--- src/rtl/scan_response_reader.sv ---
// rtl/scan_response_reader.sv - unloads one scan chain and checks it bit by bit against expected data
//
// Purpose: on an accepted START, shift the chain for LEN cycles, compare SO
// with EXP on every unmasked bit, and report the pass/fail status, the
// mismatch count and the index of the first mismatch.
//
// Optional feature macro: SCAN_RESP_MISR_EN adds the 16-bit SIG signature output.
//
// Ports:
//   C          in   clock, rising edge
//   R          in   asynchronous active-high reset
//   START      in   begin unload of one chain (accepted only in IDLE)
//   LEN        in   chain length in bits, sampled with START
//   SO         in   serial scan-out bit from the chain
//   EXP        in   expected fault-free value of SO
//   MASK       in   1 = exclude the current bit from comparison
//   SE         out  scan enable, high on every SHIFT cycle
//   BUSY       out  unload in progress (SHIFT or FIN)
//   DONE       out  one-cycle completion pulse
//   FAIL       out  at least one unmasked mismatch seen
//   ERR_CNT    out  saturating count of unmasked mismatches
//   FIRST_IDX  out  bit index of the first unmasked mismatch (0 when FAIL=0)
//   SIG        out  MISR signature of SO (only with SCAN_RESP_MISR_EN)
module scan_response_reader #(
  parameter int LW = 8
) (
  input  logic          C,
  input  logic          R,
  input  logic          START,
  input  logic [LW-1:0] LEN,
  input  logic          SO,
  input  logic          EXP,
  input  logic          MASK,
  output logic          SE,
  output logic          BUSY,
  output logic          DONE,
  output logic          FAIL,
  output logic [LW-1:0] ERR_CNT,
  output logic [LW-1:0] FIRST_IDX
`ifdef SCAN_RESP_MISR_EN
  ,
  output logic [15:0]   SIG
`endif
);

  localparam logic [1:0] ST_IDLE  = 2'd0;
  localparam logic [1:0] ST_SHIFT = 2'd1;
  localparam logic [1:0] ST_FIN   = 2'd2;

  // x^16 + x^12 + x^5 + 1, the x^16 term being the feedback tap itself
  localparam logic [15:0] MISR_POLY = 16'h1021;

  logic [1:0]    state_q, state_d;
  logic [LW-1:0] len_q,   len_d;
  logic [LW-1:0] idx_q,   idx_d;
  logic          fail_q,  fail_d;
  logic [LW-1:0] cnt_q,   cnt_d;
  logic [LW-1:0] first_q, first_d;
`ifdef SCAN_RESP_MISR_EN
  logic [15:0]   sig_q,   sig_d;
`endif

  logic hit;
  logic last_bit;

  // Only counted mismatches matter; masked bits still shift but never score.
  assign hit      = (SO ^ EXP) & ~MASK;
  assign last_bit = (idx_q == (len_q - LW'(1)));

  always_comb begin
    state_d = state_q;
    len_d   = len_q;
    idx_d   = idx_q;
    fail_d  = fail_q;
    cnt_d   = cnt_q;
    first_d = first_q;
`ifdef SCAN_RESP_MISR_EN
    sig_d   = sig_q;
`endif
    case (state_q)
      ST_IDLE: begin
        if (START) begin
          len_d   = LEN;
          idx_d   = '0;
          fail_d  = 1'b0;
          cnt_d   = '0;
          first_d = '0;
`ifdef SCAN_RESP_MISR_EN
          sig_d   = '0;
`endif
          // A zero-length chain skips shifting entirely and just reports.
          state_d = (LEN == '0) ? ST_FIN : ST_SHIFT;
        end
      end
      ST_SHIFT: begin
        if (hit) begin
          if (!fail_q) begin
            fail_d  = 1'b1;
            first_d = idx_q;
          end
          if (cnt_q != {LW{1'b1}}) begin
            cnt_d = cnt_q + LW'(1);
          end
        end
`ifdef SCAN_RESP_MISR_EN
        // Signature covers every shifted bit, masked or not.
        sig_d = {sig_q[14:0], 1'b0} ^ ({16{sig_q[15]}} & MISR_POLY) ^ {15'd0, SO};
`endif
        idx_d = idx_q + LW'(1);
        if (last_bit) begin
          state_d = ST_FIN;
        end
      end
      ST_FIN: begin
        state_d = ST_IDLE;
      end
      default: begin
        state_d = ST_IDLE;
      end
    endcase
  end

  always_ff @(posedge C or posedge R) begin
    if (R) begin
      state_q <= ST_IDLE;
      len_q   <= '0;
      idx_q   <= '0;
      fail_q  <= 1'b0;
      cnt_q   <= '0;
      first_q <= '0;
`ifdef SCAN_RESP_MISR_EN
      sig_q   <= '0;
`endif
    end else begin
      state_q <= state_d;
      len_q   <= len_d;
      idx_q   <= idx_d;
      fail_q  <= fail_d;
      cnt_q   <= cnt_d;
      first_q <= first_d;
`ifdef SCAN_RESP_MISR_EN
      sig_q   <= sig_d;
`endif
    end
  end

  assign SE        = (state_q == ST_SHIFT);
  assign BUSY      = (state_q == ST_SHIFT) || (state_q == ST_FIN);
  assign DONE      = (state_q == ST_FIN);
  assign FAIL      = fail_q;
  assign ERR_CNT   = cnt_q;
  assign FIRST_IDX = first_q;
`ifdef SCAN_RESP_MISR_EN
  assign SIG       = sig_q;
`endif

endmodule
--- config.mk ---
export PLATFORM = sky130hd
export DESIGN_NAME = scan_response_reader
export DESIGN_NICKNAME = d
export VERILOG_FILES = /design/src/rtl/scan_response_reader.sv
export SDC_FILE = /design/constraint.sdc
export NUM_CORES = 1
export LEC_CHECK = 0
export CORE_UTILIZATION = 50
export CTS_BUF_LIST = sky130_fd_sc_hd__clkbuf_4 sky130_fd_sc_hd__clkbuf_8 sky130_fd_sc_hd__clkbuf_16
export CTS_CLUSTER_SIZE = 10
export DETAILED_ROUTE_END_ITERATION = 7
export GPL_TIMING_DRIVEN = 0
export PLACE_DENSITY = 0.88
export SLEW_MARGIN = 10
export SYNTH_ARGS = -nofsm -noshare
export SYNTH_HDL_FRONTEND = slang
export SYNTH_SLANG_ARGS = --single-unit
--- constraint.sdc ---
create_clock -name C -period 2.96 [get_ports C]
set_input_delay 0.592 -clock C [delete_from_list [all_inputs] [get_ports C]]
set_output_delay 0.592 -clock C [all_outputs]
set_load 0.03 [all_outputs]
Yosys cells after proc, flatten, opt, wreduce, memory -nomap -nowiden
Cells that the tools add are included.
{"block": "totals", "word_cells": 46, "output_inout_bits": 20, "reg_bits": 35}
{"block": "classes", "bitwise": 3, "reduce_logical": 10, "addsub": 3, "n_eq_ne": 9, "n_mux": 15}
{"operator": "$pmux W8 S2", "count": 3}
{"operator": "$mux W8", "count": 5}
{"operator": "$add A8 B1 Y8 const B", "count": 2}
{"operator": "$eq A8 B8 Y1", "count": 1}
{"operator": "$logic_not A8 Y1", "count": 1}
{"operator": "$ne A8 B8 Y1 const B", "count": 1}
{"operator": "$reduce_and A4 Y1", "count": 2}
{"operator": "$sub A8 B1 Y8 const B", "count": 1}
{"operator": "$mux W2", "count": 3}
{"operator": "$ne A2 B1 Y1 const B", "count": 3}
{"operator": "$reduce_and A2 Y1", "count": 3}
{"operator": "$ne A2 B2 Y1 const B", "count": 2}
{"operator": "$pmux W2 S2", "count": 1}
{"operator": "$reduce_and A3 Y1", "count": 1}
{"operator": "$eq A2 B1 Y1 const B", "count": 1}
{"operator": "$eq A2 B2 Y1 const B", "count": 1}
{"operator": "$logic_not A2 Y1", "count": 1}
{"operator": "$mux W1", "count": 2}
{"operator": "$pmux W1 S2", "count": 1}
{"operator": "$reduce_bool A2 Y1", "count": 1}
{"operator": "$and A1 B1 Y1", "count": 1}
{"operator": "$logic_or A1 B1 Y1", "count": 1}
{"operator": "$not A1 Y1", "count": 1}
{"operator": "$xor A1 B1 Y1", "count": 1}

Longest topological paths before layout
{"block": "logic_depth", "ltp_word": 4, "depth_mapped": 9, "mapped_depth_nobuf": 7}

Worst setup path after synthesis
No wires, ideal clock.
{"block": "synth_path", "path_type": "register to register", "startpoint": "register state_q[1]", "endpoint": "register cnt_q[6], in the netlist ERR_CNT[6]", "path_stages_with_launch": 8, "required_ps": 2882, "n_path_buf": 1, "path_slack_ps": 948, "arrival_time_ps": 1934, "path_cell_list": "dfrtp_1 > inv_1 > ha_1 > clkbuf_1 > o21ai_1 > nand3_1 > or4_1 > a21oi_1"}
{"block": "synth_via", "elab_chain_cells": 3, "elab_cells_between_ends": 8}
{"item": "start, declared", "line": "53", "rtl": "logic [1:0] state_q, state_d;"}
{"item": "start signal, assigned", "line": "135", "rtl": "state_q <= state_d;"}
{"item": "$eq A2 B1 Y1 (*)"}
{"item": "net SE", "line": "34", "rtl": "output logic SE,"}
{"item": "$ne A2 B1 Y1 (no source line) / $reduce_bool A2 Y1 (equally long branches)"}
{"item": "$reduce_and A4 Y1 (no source line)"}
{"item": "end signal, assigned", "line": "139", "rtl": "cnt_q <= cnt_d;"}
{"item": "end, declared", "line": "57", "rtl": "logic [LW-1:0] cnt_q, cnt_d;"}
The timed path passes the listed nets; every way through them passes the cells marked *.
A chain may end at the register's enable or synchronous reset.

Worst setup path after layout
{"block": "layout_path", "startpoint": "register state_q[1]", "endpoint": "output port SE"}
{"block": "layout_via", "elab_chain_cells": 1}
{"item": "$eq A2 B1 Y1", "line": "147", "rtl": "assign SE = (state_q == ST_SHIFT);"}
{"item": "end, declared", "line": "34"}
Every way passes these cells.

==> results.py <==
metrics = {
    "synthesis": {
        "synth_top_family_by_area": "simple AND/OR/NAND/NOR gates",
        "synth_nets": 220,
        "synthAdderAreaFrac_pct": 3.971,
        "yosysWarnings": 0,
        "netlist_top_cells_area": "dfrtp_1 46%, nand2_1 5.6%, o21ai_0 4.8%",
        "synthSimpleGateAreaFrac_pct": 21.11,
        "synth_edf_count": 0,
        "synth.distinct_cells": 37,
        "synthTopCellsByCount": "35 x dfrtp_1, 28 x nand2_1, 18 x o21ai_0",
        "yosysTopAreaCellShare_pct": 46.33,
        "ys_ff_latch": 35,
        "synth_seq_area_share_pct": 46.33,
        "mappedNetlistArea_um2": 1891,
        "synthCells": 200,
        "synth.avg_cell_area_um2": 9.453,
        "ys.flop_type": "dfrtp_1",
        "yosysMostFrequentCell": "dfrtp_1",
        "yosysTopAreaCell": "dfrtp_1",
        "synth_xor_area_share_pct": 6.486,
        "synth_compound_area_share_pct": 13.90,
        "async_flop_share_pct": 100.0,
        "synthMuxAreaShare_pct": 5.361,
    },
    "drt": {
        "vias": 1607,
        "drc": 0,
        "ant_nets": 0,
        "drt_iter0_drc": 48,
        "vias_per_cell": 5.599,
        "dr.pass1.iters": 4,
        "routed_wirelength_um": 3950,
        "wl_per_cell_um": 13.76,
    },
    "clocking": {
        "path_clk_slew_ps": 80,
        "cts-root-buf": "clkbuf_8",
        "insertion_delay_ps": 290,
        "clock-sinks": 35,
        "htree_levels": 2,
        "numCtsBuffers": 5,
        "holdBufCountCts": 0,
        "post_cts_buffers": 0,
        "cts_tree": "built",
        "clockBufferDepth": 2,
        "cts.repair.resized": 0,
    },
    "placement": {
        "dp.final_hpwl_um": 2954,
        "gp_congestion": 0.7893,
        "io_buffers": 33,
    },
    "setup_path": {
        "end_kind": "output pin",
        "startpoint_type": "flip-flop",
        "worstSetupPathType": "reg2out",
        "crit_required_ps": 2370,
        "cp_max_fo": 4,
        "crit_arrival_ps": 1730,
    },
    "grt": {
        "grt_max_degree": 36,
        "grtUsageTotal_pct": 22.63,
        "antenna_found_initial": 0,
        "grt_pass1_vias": 1588,
        "grt-ovfl-total": 0,
        "grt_first_pass_wirelength_um": 6982,
    },
    "finish": {
        "nets": 260,
        "n_fill_cell": 270,
        "drive_gt1_share_pct": 10.37,
        "multiInputGateArea_um2": 960.9,
        "ff_latch_area_um2": 875.8,
        "layout-area-overhead-vs-synth_pct": 25.22,
        "diodes": 0,
    },
    "sta": {
        "fin_crit_ps": 2321,
        "hold_slack_ps": 483.8,
        "fmax_ghz": 0.4309,
        "fin_skew_ps": 5.597,
        "hold_viol_final": 0,
        "worst_pin_slew_ps": 721.7,
        "rsz0062_at_grt": "false",
        "drv_slew": 0,
        "setup_viol": 0,
        "max_slew_margin_pct": 51.81,
        "fin_crit_sh_pct": 78.40,
        "final.setup.tns_ps": 0,
    },
    "power_and_ir_drop": {
        "powerDensity_nw_per_um2": 837.5,
        "vdd_drop_max_mv": 0.5527,
        "p_leak_nw": 0.9732,
    },
    "floorplan": {
        "fp.coreArea_um2": 3468,
        "fp.dieH_um": 63.49,
        "dieArea_um2": 4031,
        "start_util_pct": 54.51,
        "io_pins": 34,
        "die_w_um": 63.49,
        "placementRows": 21,
    },
    "run": {
        "maxCapViolations": 0,
    },
    "outcome": {
        "outcome": "finished clean",
    },
    "worst_hold_path": {
        "min_path_type": "reg2reg",
    },
}
-- through the flow --
stage	total power (W)	setup slack (ps)	util, %	cells	cell area (µm²)
finish	0.001983	639.4	68.25	287	2367
global route	0.002132	474.4	68.25	287	2367
CTS	0.001992	634.9	68.25	287	2367
detailed placement	0.001645	355.5	65.69	279	2278
global placement	0.001602	416.1	65.69	279	2278
floorplan	0.001374	948.1	-	200	1891
-- sequential cells by signal, summed over array words and instances, names as in the netlist --
name / flops
state_q: 2
FAIL: 1
FIRST_IDX: 8
len_q: 8
idx_q: 8
ERR_CNT: 8
-- final cells by class --
type / instances / area share, %
tap: 46 / 2.431
inverter: 8 / 1.268
clock inverter: 3 / 0.8457
sequential: 35 / 37.00
clock buffer: 5 / 2.907
multi-input combinational: 151 / 40.59
buffer: 6 / 1.004
timing repair buffer: 33 / 13.95
-- cell usage in the layout, fill, tap and decap left out, types with 2 or more instances in the layout --
master | netlist | routed
a21oi_1 | 10 | 10
and3_1 | 2 | 2
clkbuf_1 | 4 | 4
clkbuf_8 | 0 | 5
clkdlybuf4s50_1 | 0 | 33
clkinvlp_4 | 0 | 2
dfrtp_1 | 35 | 35
ha_1 | 6 | 6
inv_1 | 8 | 7
mux2_2 | 8 | 8
nand2_1 | 28 | 28
nand2b_1 | 4 | 4
nand3_1 | 5 | 5
nand4_1 | 10 | 10
nor2_1 | 15 | 15
o211a_1 | 2 | 2
o21ai_0 | 18 | 18
o21ai_1 | 2 | 2
o31ai_1 | 3 | 3
or2_2 | 2 | 2
or3_1 | 5 | 5
or4_1 | 3 | 3
xnor2_1 | 6 | 6
xor2_1 | 8 | 8
-- metal layers --
layer | up-vias | wire (µm) | GRT usage [%]
met4 | 0 | 74 | 12.22
met2 | 31 | 1988 | 36.70
met1 | 777 | 1742 | 27.49
li1 | 793 | - | -
met5 | - | 0 | 0
met3 | 6 | 144 | 5.435
-- where the power goes --
part	total (W)	switching [W]	internal, W
sequential	0.000726	0.000137	0.000589
combinational	0.000915	0.000541	0.000374
clock	0.000341	0.000178	0.000164
-- kinds of logic after synthesis --
kind of cell	Yosys count
buf+inv	14
xor+xnor	14
compound gates	42
fa+ha+maj	6
mux	9
simple gates	80
flops	35
-- worst paths after layout --
kind / cells after the start / startpoint / slack, ps / endpoint
min in group asynchronous: 2 / R / 750 / idx_q[6]
worst max-delay path: 3 / state_q[1] / 640 / SE
worst max register to register: 7 / state_q[1] / 680 / ERR_CNT[6]
max in group asynchronous: 2 / R / 1750 / len_q[3]
worst min register to register: 2 / FIRST_IDX[7] / 480 / FIRST_IDX[7]
worst min-delay path: 2 / FIRST_IDX[7] / 480 / FIRST_IDX[7]
-- worst max-delay path, stage by stage (launching register included) --
cell,delay (ps)
dfrtp_1,410
inv_1,120
ha_1,230
clkdlybuf4s50_1,690
No activity file was read; power rests on OpenSTA's default activity.
